<file path="src/rtl/if_fetch_pkg.sv">
// Shared widths, defaults and the buffered-instruction record for the fetch stage.
package if_fetch_pkg;

  localparam int PC_WIDTH    = 32;
  localparam int INSTR_WIDTH = 32;
  localparam int FIFO_DEPTH  = 2;

  localparam logic [PC_WIDTH-1:0]    RESET_PC_DEF  = 32'h0000_0000;
  localparam logic [INSTR_WIDTH-1:0] NOP_INSTR_DEF = 32'h0000_0013;

  typedef struct packed {
    logic [PC_WIDTH-1:0]    pc;
    logic [INSTR_WIDTH-1:0] instr;
  } fetch_entry_t;

  // Sequential fetch address; wraps modulo 2^PC_WIDTH.
  function automatic logic [PC_WIDTH-1:0] pc_next(input logic [PC_WIDTH-1:0] pc);
    return pc + PC_WIDTH'(4);
  endfunction

endpackage

</file>
<file path="src/rtl/fetch_fifo.sv">
// Two-entry synchronous FIFO used both for fetched {pc, instr} pairs and for the PC tag queue.
module fetch_fifo
  import if_fetch_pkg::*;
#(
  parameter int WIDTH = 32
) (
  input  logic             i_clk,
  input  logic             i_rst,
  input  logic             i_push,
  input  logic             i_pop,
  input  logic             i_flush,
  input  logic [WIDTH-1:0] i_data,
  output logic [WIDTH-1:0] o_head,
  output logic             o_full,
  output logic             o_empty,
  output logic [1:0]       o_cnt
);

  logic [WIDTH-1:0] r_mem [FIFO_DEPTH];
  logic             r_rd_ptr;
  logic             r_wr_ptr;
  logic [1:0]       r_cnt;
  logic             w_pop;

  assign w_pop   = i_pop & (r_cnt != 2'd0);
  assign o_head  = r_mem[r_rd_ptr];
  assign o_full  = (r_cnt == 2'(FIFO_DEPTH));
  assign o_empty = (r_cnt == 2'd0);
  assign o_cnt   = r_cnt;

  always_ff @(posedge i_clk) begin
    if (i_rst | i_flush) begin
      r_rd_ptr <= 1'b0;
      r_wr_ptr <= 1'b0;
      r_cnt    <= 2'd0;
    end else begin
      if (i_push) r_wr_ptr <= ~r_wr_ptr;
      if (w_pop)  r_rd_ptr <= ~r_rd_ptr;
      r_cnt <= r_cnt + {1'b0, i_push} - {1'b0, w_pop};
    end
  end

  // Storage carries no reset; occupancy alone decides what is valid.
  always_ff @(posedge i_clk) begin
    if (i_push & ~i_flush) r_mem[r_wr_ptr] <= i_data;
  end

endmodule

</file>
<file path="src/rtl/if_fetch.sv">
// Instruction-fetch stage: credit-limited in-order bus requests, PC-tagged response buffer,
// stall hold and jump redirect with discard of in-flight responses.
module if_fetch
  import if_fetch_pkg::*;
#(
  parameter logic [PC_WIDTH-1:0]    RESET_PC  = RESET_PC_DEF,
  parameter logic [INSTR_WIDTH-1:0] NOP_INSTR = NOP_INSTR_DEF
) (
  input  logic                   clk,
  input  logic                   rst,
  input  logic                   stall_i,
  input  logic                   jump_i,
  input  logic [PC_WIDTH-1:0]    jump_addr_i,
  output logic                   ibus_req_o,
  output logic [PC_WIDTH-1:0]    ibus_addr_o,
  input  logic                   ibus_gnt_i,
  input  logic                   ibus_rvalid_i,
  input  logic [INSTR_WIDTH-1:0] ibus_rdata_i,
  output logic [PC_WIDTH-1:0]    if_pc_o,
  output logic [INSTR_WIDTH-1:0] if_instr_o,
  output logic                   if_valid_o
);

  logic [PC_WIDTH-1:0] r_fetch_pc;
  logic [1:0]          r_out_cnt;
  logic [1:0]          r_drop_cnt;

  logic                w_pop;
  logic                w_push;
  logic                w_issue;
  logic                w_drop;
  logic [2:0]          w_credit;
  logic [1:0]          w_fifo_cnt;
  logic                w_fifo_full;
  logic                w_fifo_empty;
  fetch_entry_t        w_head;
  fetch_entry_t        w_push_entry;
  logic [PC_WIDTH-1:0] w_tag_head;
  logic [1:0]          w_tag_cnt;
  logic                w_tag_full;
  logic                w_tag_empty;

  assign w_pop    = ~w_fifo_empty & ~stall_i & ~jump_i;
  // Outstanding plus buffered after this cycle's pop must leave a slot for every response.
  assign w_credit = {1'b0, r_out_cnt} + {1'b0, w_fifo_cnt} - {2'b00, w_pop};
  assign ibus_req_o = ~rst & ~jump_i & (w_credit < 3'd2);
  assign w_issue  = ibus_req_o & ibus_gnt_i;
  assign w_drop   = (r_drop_cnt != 2'd0);
  assign w_push   = ibus_rvalid_i & ~w_drop & ~jump_i;
  assign w_push_entry = '{pc: w_tag_head, instr: ibus_rdata_i};

  fetch_fifo #(.WIDTH($bits(fetch_entry_t))) u_instr_fifo (
    .i_clk   (clk),
    .i_rst   (rst),
    .i_push  (w_push),
    .i_pop   (w_pop),
    .i_flush (jump_i),
    .i_data  (w_push_entry),
    .o_head  (w_head),
    .o_full  (w_fifo_full),
    .o_empty (w_fifo_empty),
    .o_cnt   (w_fifo_cnt)
  );

  // Tags survive a redirect so dropped responses still retire their own entry.
  fetch_fifo #(.WIDTH(PC_WIDTH)) u_tag_fifo (
    .i_clk   (clk),
    .i_rst   (rst),
    .i_push  (w_issue),
    .i_pop   (ibus_rvalid_i),
    .i_flush (1'b0),
    .i_data  (r_fetch_pc),
    .o_head  (w_tag_head),
    .o_full  (w_tag_full),
    .o_empty (w_tag_empty),
    .o_cnt   (w_tag_cnt)
  );

  always_ff @(posedge clk) begin
    if (rst) begin
      r_fetch_pc <= RESET_PC;
      r_out_cnt  <= 2'd0;
      r_drop_cnt <= 2'd0;
    end else if (jump_i) begin
      r_fetch_pc <= jump_addr_i;
      r_out_cnt  <= r_out_cnt - {1'b0, ibus_rvalid_i};
      r_drop_cnt <= r_out_cnt - {1'b0, ibus_rvalid_i};
    end else begin
      if (w_issue) r_fetch_pc <= pc_next(r_fetch_pc);
      r_out_cnt <= r_out_cnt + {1'b0, w_issue} - {1'b0, ibus_rvalid_i};
      if (ibus_rvalid_i & w_drop) r_drop_cnt <= r_drop_cnt - 2'd1;
    end
  end

  always_comb begin
    ibus_addr_o = r_fetch_pc;
    if_valid_o  = 1'b0;
    if_pc_o     = r_fetch_pc;
    if_instr_o  = NOP_INSTR;
    if (rst) begin
      ibus_addr_o = RESET_PC;
      if_pc_o     = RESET_PC;
    end else if (~w_fifo_empty) begin
      if_valid_o = 1'b1;
      if_pc_o    = w_head.pc;
      if_instr_o = w_head.instr;
    end
  end

  a_rvalid_outstanding: assert property (@(posedge clk) disable iff (rst)
    ibus_rvalid_i |-> (r_out_cnt != 2'd0));
  a_fifo_room: assert property (@(posedge clk) disable iff (rst)
    w_push |-> (~w_fifo_full | w_pop));
  a_tag_room: assert property (@(posedge clk) disable iff (rst)
    w_issue |-> (~w_tag_full | ibus_rvalid_i));
  a_tag_tracks_out: assert property (@(posedge clk) disable iff (rst)
    (w_tag_cnt == r_out_cnt) && (w_tag_empty == (r_out_cnt == 2'd0)));

endmodule

</file>
<file path="config.mk">
export PLATFORM = sky130hd
export DESIGN_NAME = if_fetch
export DESIGN_NICKNAME = d
export VERILOG_FILES = /design/src/rtl/if_fetch_pkg.sv /design/src/rtl/fetch_fifo.sv /design/src/rtl/if_fetch.sv
export SDC_FILE = /design/constraint.sdc
export NUM_CORES = 1
export LEC_CHECK = 0
export BUFFER_PORTS_ARGS = -buffer_cell sky130_fd_sc_hd__buf_2
export CAP_MARGIN = 10
export CORE_AREA = 2 2 135 137
export CTS_CLUSTER_DIAMETER = 100
export DETAILED_ROUTE_END_ITERATION = 10
export DIE_AREA = 0 0 137 139
export PLACE_DENSITY = 0.82
export SLEW_MARGIN = 40
export SYNTH_ARGS = -nofsm -noshare
export SYNTH_HDL_FRONTEND = slang
export SYNTH_SLANG_ARGS = --single-unit
</file>
<file path="constraint.sdc">
create_clock -name clk -period 8.79 [get_ports clk]
set_input_delay 1.758 -clock clk [delete_from_list [all_inputs] [get_ports clk]]
set_output_delay 1.758 -clock clk [all_outputs]
set_load 0.01 [all_outputs]
</file>
==> results.txt <==
* Critical-path maximum fanout: 67
- The cell that appears most often on the critical path is sky130_fd_sc_hd__buf_2.
* Post-route DRC: 0
- Reg power frac: a little over half
- The post-route netlist has about a quarter of its cells at a drive strength greater than 1.
- Net switching is 23.3% of the power.
* Post-layout nets: about 1.0k
* Number of antenna violations at the first check in global routing: 0
- The worst hold path passes through 2 cells.
- Sequential elements use 64.9% of the synthesized area.
- Number of placement rows: between 40 and 50
* Worst skew pair latency: between 500 and 600 ps
- In this run, CTS created clock tree buffers numbering 24.
- Maximum achievable frequency: around 0.17 GHz
- Area Overhead vs Synth: 17.3%
- Cell types with the largest area share after synthesis: sky130_fd_sc_hd__edfxtp_1, sky130_fd_sc_hd__dfxtp_1, sky130_fd_sc_hd__mux2i_1
* Clock Path Buffers: 3
- The worst-case IR drop observed on VDD is ~0.00017 V.
* Slew Limit Fails: 0
- Largest stage delay on the critical path: ~530 ps
- After clock tree synthesis, the clock-pin slew on the worst setup and hold paths is around 60 ps.
- Commonest cells post-synth: sky130_fd_sc_hd__edfxtp_1, sky130_fd_sc_hd__nor2_1, sky130_fd_sc_hd__mux2i_1
- Detail-routed net length per standard cell: 18.2 µm
- The kind of cell with the highest combined delay along the critical path is buffers and inverters.
- After synthesis, the largest area contributor takes up a little under three fifths of total cell area.
* Number of instances in the synthesized netlist: between 700 and 800
- TritonCTS clock tree: done
- Critical Path Source Type: primary input
- Type of the worst setup path: in -> out
- Summed over all cells, the static leakage comes to between 0.004 and 0.005 µW.
* Count of input and output buffers: ~170
- In this run the number of H-tree levels came out at 1.
- Transition time at the pin with the least slew margin: approximately 700 ps
* Area enclosed by the die boundary: 19000 µm²
- Via count: just under 7k
- Worst-case clock skew: around 12 ps
* Power density normalized to cell area: around 210 nW/µm²
- Number of nets in the synthesized netlist: 870
* Most used DFF post-synth: sky130_fd_sc_hd__edfxtp_1
* DP Cell Count: 1143
- Number of DRC markers in iteration 0: 504
- Setup violations remaining at the end of the flow were counted as 0.
- Vias in the first global route: between 6k and 7k
- The final count of hold timing violations came to 0.
- For this design, the slowest cell found on the critical path is sky130_fd_sc_hd__buf_4.
- Length in cells of the worst reg-to-reg path: 15
* First-pass GRT wire length: approximately 33000 µm
- Of the total power, combinational logic draws between 10% and 20%.
* Synth Register Bits: roughly 240
- Worst Min Path Start: u_tag_fifo.r_rd_ptr
* Maximum number of pins on one net before global-route repair: 68
* Sink count of the clock tree: around 240
- The most common cell in the synthesized netlist is sky130_fd_sc_hd__edfxtp_1.
* PnR Total Power: 2550 µW
- Final Instance Count excl. Fillers: around 1.2k
* Antenna-violating nets left: 0
- The first TritonRoute pass finished after 5 iterations.
* Fin crit share: 66.6%
* Global placer's final weighted congestion: ~0.83
* EDFF count, synth: around 190
* Final Routed Wirelength: 21600 µm
- Cell internal power was estimated by the tool at about 2000 µW.
* Yosys warning count: 0
* Clock tree root driver cell: sky130_fd_sc_hd__clkbuf_16
- Post-Route Setup TNS: 0 ps
- Ratio of routed vias to standard cells: roughly 5.7
* Floorplan die height: roughly 140 µm
- At the worst endpoint, the required time is around 7000 ps.
- Number of distinct library cells after synthesis: 52
- Total net switching power: just under 600 µW
- The run finished with clean final reports.
- Data arrives at the worst endpoint at between 4000 and 5000 ps.
* Horizontal die dimension: between 100 and 150 µm
- The worst hold path belongs to the class reg -> reg.
- Half-perimeter wire length of the detailed placement result: approximately 14000 µm
- STA classifies the critical path endpoint as an output pin.
- For this run, asynchronously set or reset flops after synthesis account for 0%.
- Number of violations of the max-capacitance limit: 0
- During I/O placement, the number of pins put on the boundary was 168.
- Walking the worst path, the cells encountered are buf_2 -> buf_4 -> nor3_1 -> ha_1 -> nand2b_1 -> fa_1 -> xor2_1 -> and3_1 -> buf_2.
- Overall overflow remaining after global route: 0
* Relative max-transition margin: between 50 and 60%
- Cells fill 68.4% of the core in the end.
- Worst R2R Setup Slack: roughly 4700 ps
* Initial Util: approximately three fifths
- In this run the standard cell core region covers ~18000 µm².
- Each instance of the synthesized netlist takes up on average between 10 and 15 µm².
* Share of total power in the clock network: around 37%
- The routed design could run at a clock period as short as 5860 ps.
* Cts-stage hold buffer count: 0
- The number of antenna diodes in the final layout is 0.
- The largest total area in the synthesized netlist belongs to sky130_fd_sc_hd__edfxtp_1.
- Terminus of the critical flop-to-flop path: r_out_cnt[1]
* Combined area of all synthesized cells: approximately 10000 µm²
- After clock tree synthesis, the repair step resized 0 gates.
* Post-CTS setup-driven buffer insertion count: 0
- Crit path buf inv count: 3
* Critical register-to-register path startpoint: u_instr_fifo.o_cnt[0]
- Global-route usage over all layers: between 20% and 30%
- Setup repair after global routing left no endpoint under its margin.
[registers in the layout, indices dropped and copies added, names as in the netlist, named ones only]
register               count
r_drop_cnt                 2
u_tag_fifo.r_mem          64
u_instr_fifo.r_mem       128
r_out_cnt                  2
u_instr_fifo.r_wr_ptr      1
u_tag_fifo.r_rd_ptr        1
u_tag_fifo.r_wr_ptr        1
u_instr_fifo.r_rd_ptr      1
u_tag_fifo.o_cnt           2
r_fetch_pc                32
u_instr_fifo.o_cnt         2
[per-stage QoR]
step / instance area, µm² / hold slack, ps / worst slack [ps]
after floorplan: 10300 / 420 / 2790
after global placement: 11300 / 491 / 3080
after detailed placement: 11300 / 498 / 2950
after CTS: 12100 / 517 / 2970
after global routing: 12100 / 548 / 2830
final: 12100 / 516 / 2930
[how the worst max path moves through the flow]
stage / from / end / slack, ps / cells past startpoint
after detailed placement: jump_i / r_out_cnt[1] / 2950 / 16
after CTS: jump_i / ibus_req_o / 2970 / 9
after global placement: jump_i / u_tag_fifo.r_mem[0][21] / 3080 / 10
final: jump_i / ibus_req_o / 2930 / 9
after global routing: jump_i / ibus_req_o / 2830 / 9
after floorplan: jump_i / u_tag_fifo.r_mem[0][0] / 2790 / 13
[layout make-up]
class / instances / area (µm²)
clock buffers: 33 / 676
clock inverters: 11 / 60.1
fillers: 1241 / 5580
inverters: 23 / 86.3
multi-input cells: 477 / 3350
flip-flops and latches: 238 / 6690
well taps: 229 / 287
repair buffers: 176 / 932
[placed cells by master (no fill, tap or decap), drive strengths merged, types with 5 or more instances in the layout]
cell type  instances
xor2               6
nor3               9
ha                11
a211oi            34
a21oi             20
nand3             12
mux2i             68
buf              176
o21ai             14
xnor2             13
nor2             101
edfxtp           192
clkbuf            33
and3              11
nand4             15
clkinv             9
and4               5
nor2b             29
mux2              36
nand2b            10
nand2             24
inv               23
o21a               6
dfxtp             46
a31oi             12
[layer usage]
layer	wire, µm	vias up	track usage [%]
met5	0	-	0
met4	597	0	7.81
met3	1490	46	2.85
met2	10400	256	36.4
met1	9110	3287	30.6
li1	-	3224	-
[worst reg2reg max path, stage by stage, from the launching register on]
cell	delay, ps
sky130_fd_sc_hd__dfxtp_1	330
sky130_fd_sc_hd__nor2_1	340
sky130_fd_sc_hd__nor3_1	90
sky130_fd_sc_hd__ha_1	290
sky130_fd_sc_hd__nand2b_1	150
sky130_fd_sc_hd__fa_1	390
sky130_fd_sc_hd__xor2_1	390
sky130_fd_sc_hd__and2_1	580
sky130_fd_sc_hd__inv_2	350
sky130_fd_sc_hd__ha_1	380
sky130_fd_sc_hd__inv_1	40
sky130_fd_sc_hd__ha_1	180
sky130_fd_sc_hd__xnor2_1	110
sky130_fd_sc_hd__o21ai_0	190
sky130_fd_sc_hd__xnor2_1	140
sky130_fd_sc_hd__nor2_1	50
[kinds of logic (layout without fill, tap and decap cells)]
family | count (synthesis) | after routing | synth area share (%)
flip-flops | 238 | 238 | 64.9
AO/OA/AOI/OAI | 106 | 106 | 7.02
XOR/XNOR | 19 | 19 | 1.62
multiplexers | 104 | 104 | 10.5
AND/OR/NAND/NOR | 236 | 236 | 11.5
buffers and inverters | 73 | 243 | 2.88
adder cells (fa/ha/maj) | 12 | 12 | 1.53
[power by group through the flow]
stage	clock network, µW	registers [µW]	logic [µW]
6_report	938	1340	281
5_1_grt	997	1340	311
4_1_cts	955	1330	283
3_5_place_dp	0	1360	282
3_3_place_gp	0	1360	268
2_1_floorplan	0	1340	207
Note: power is estimated with default switching activity, not from simulation.
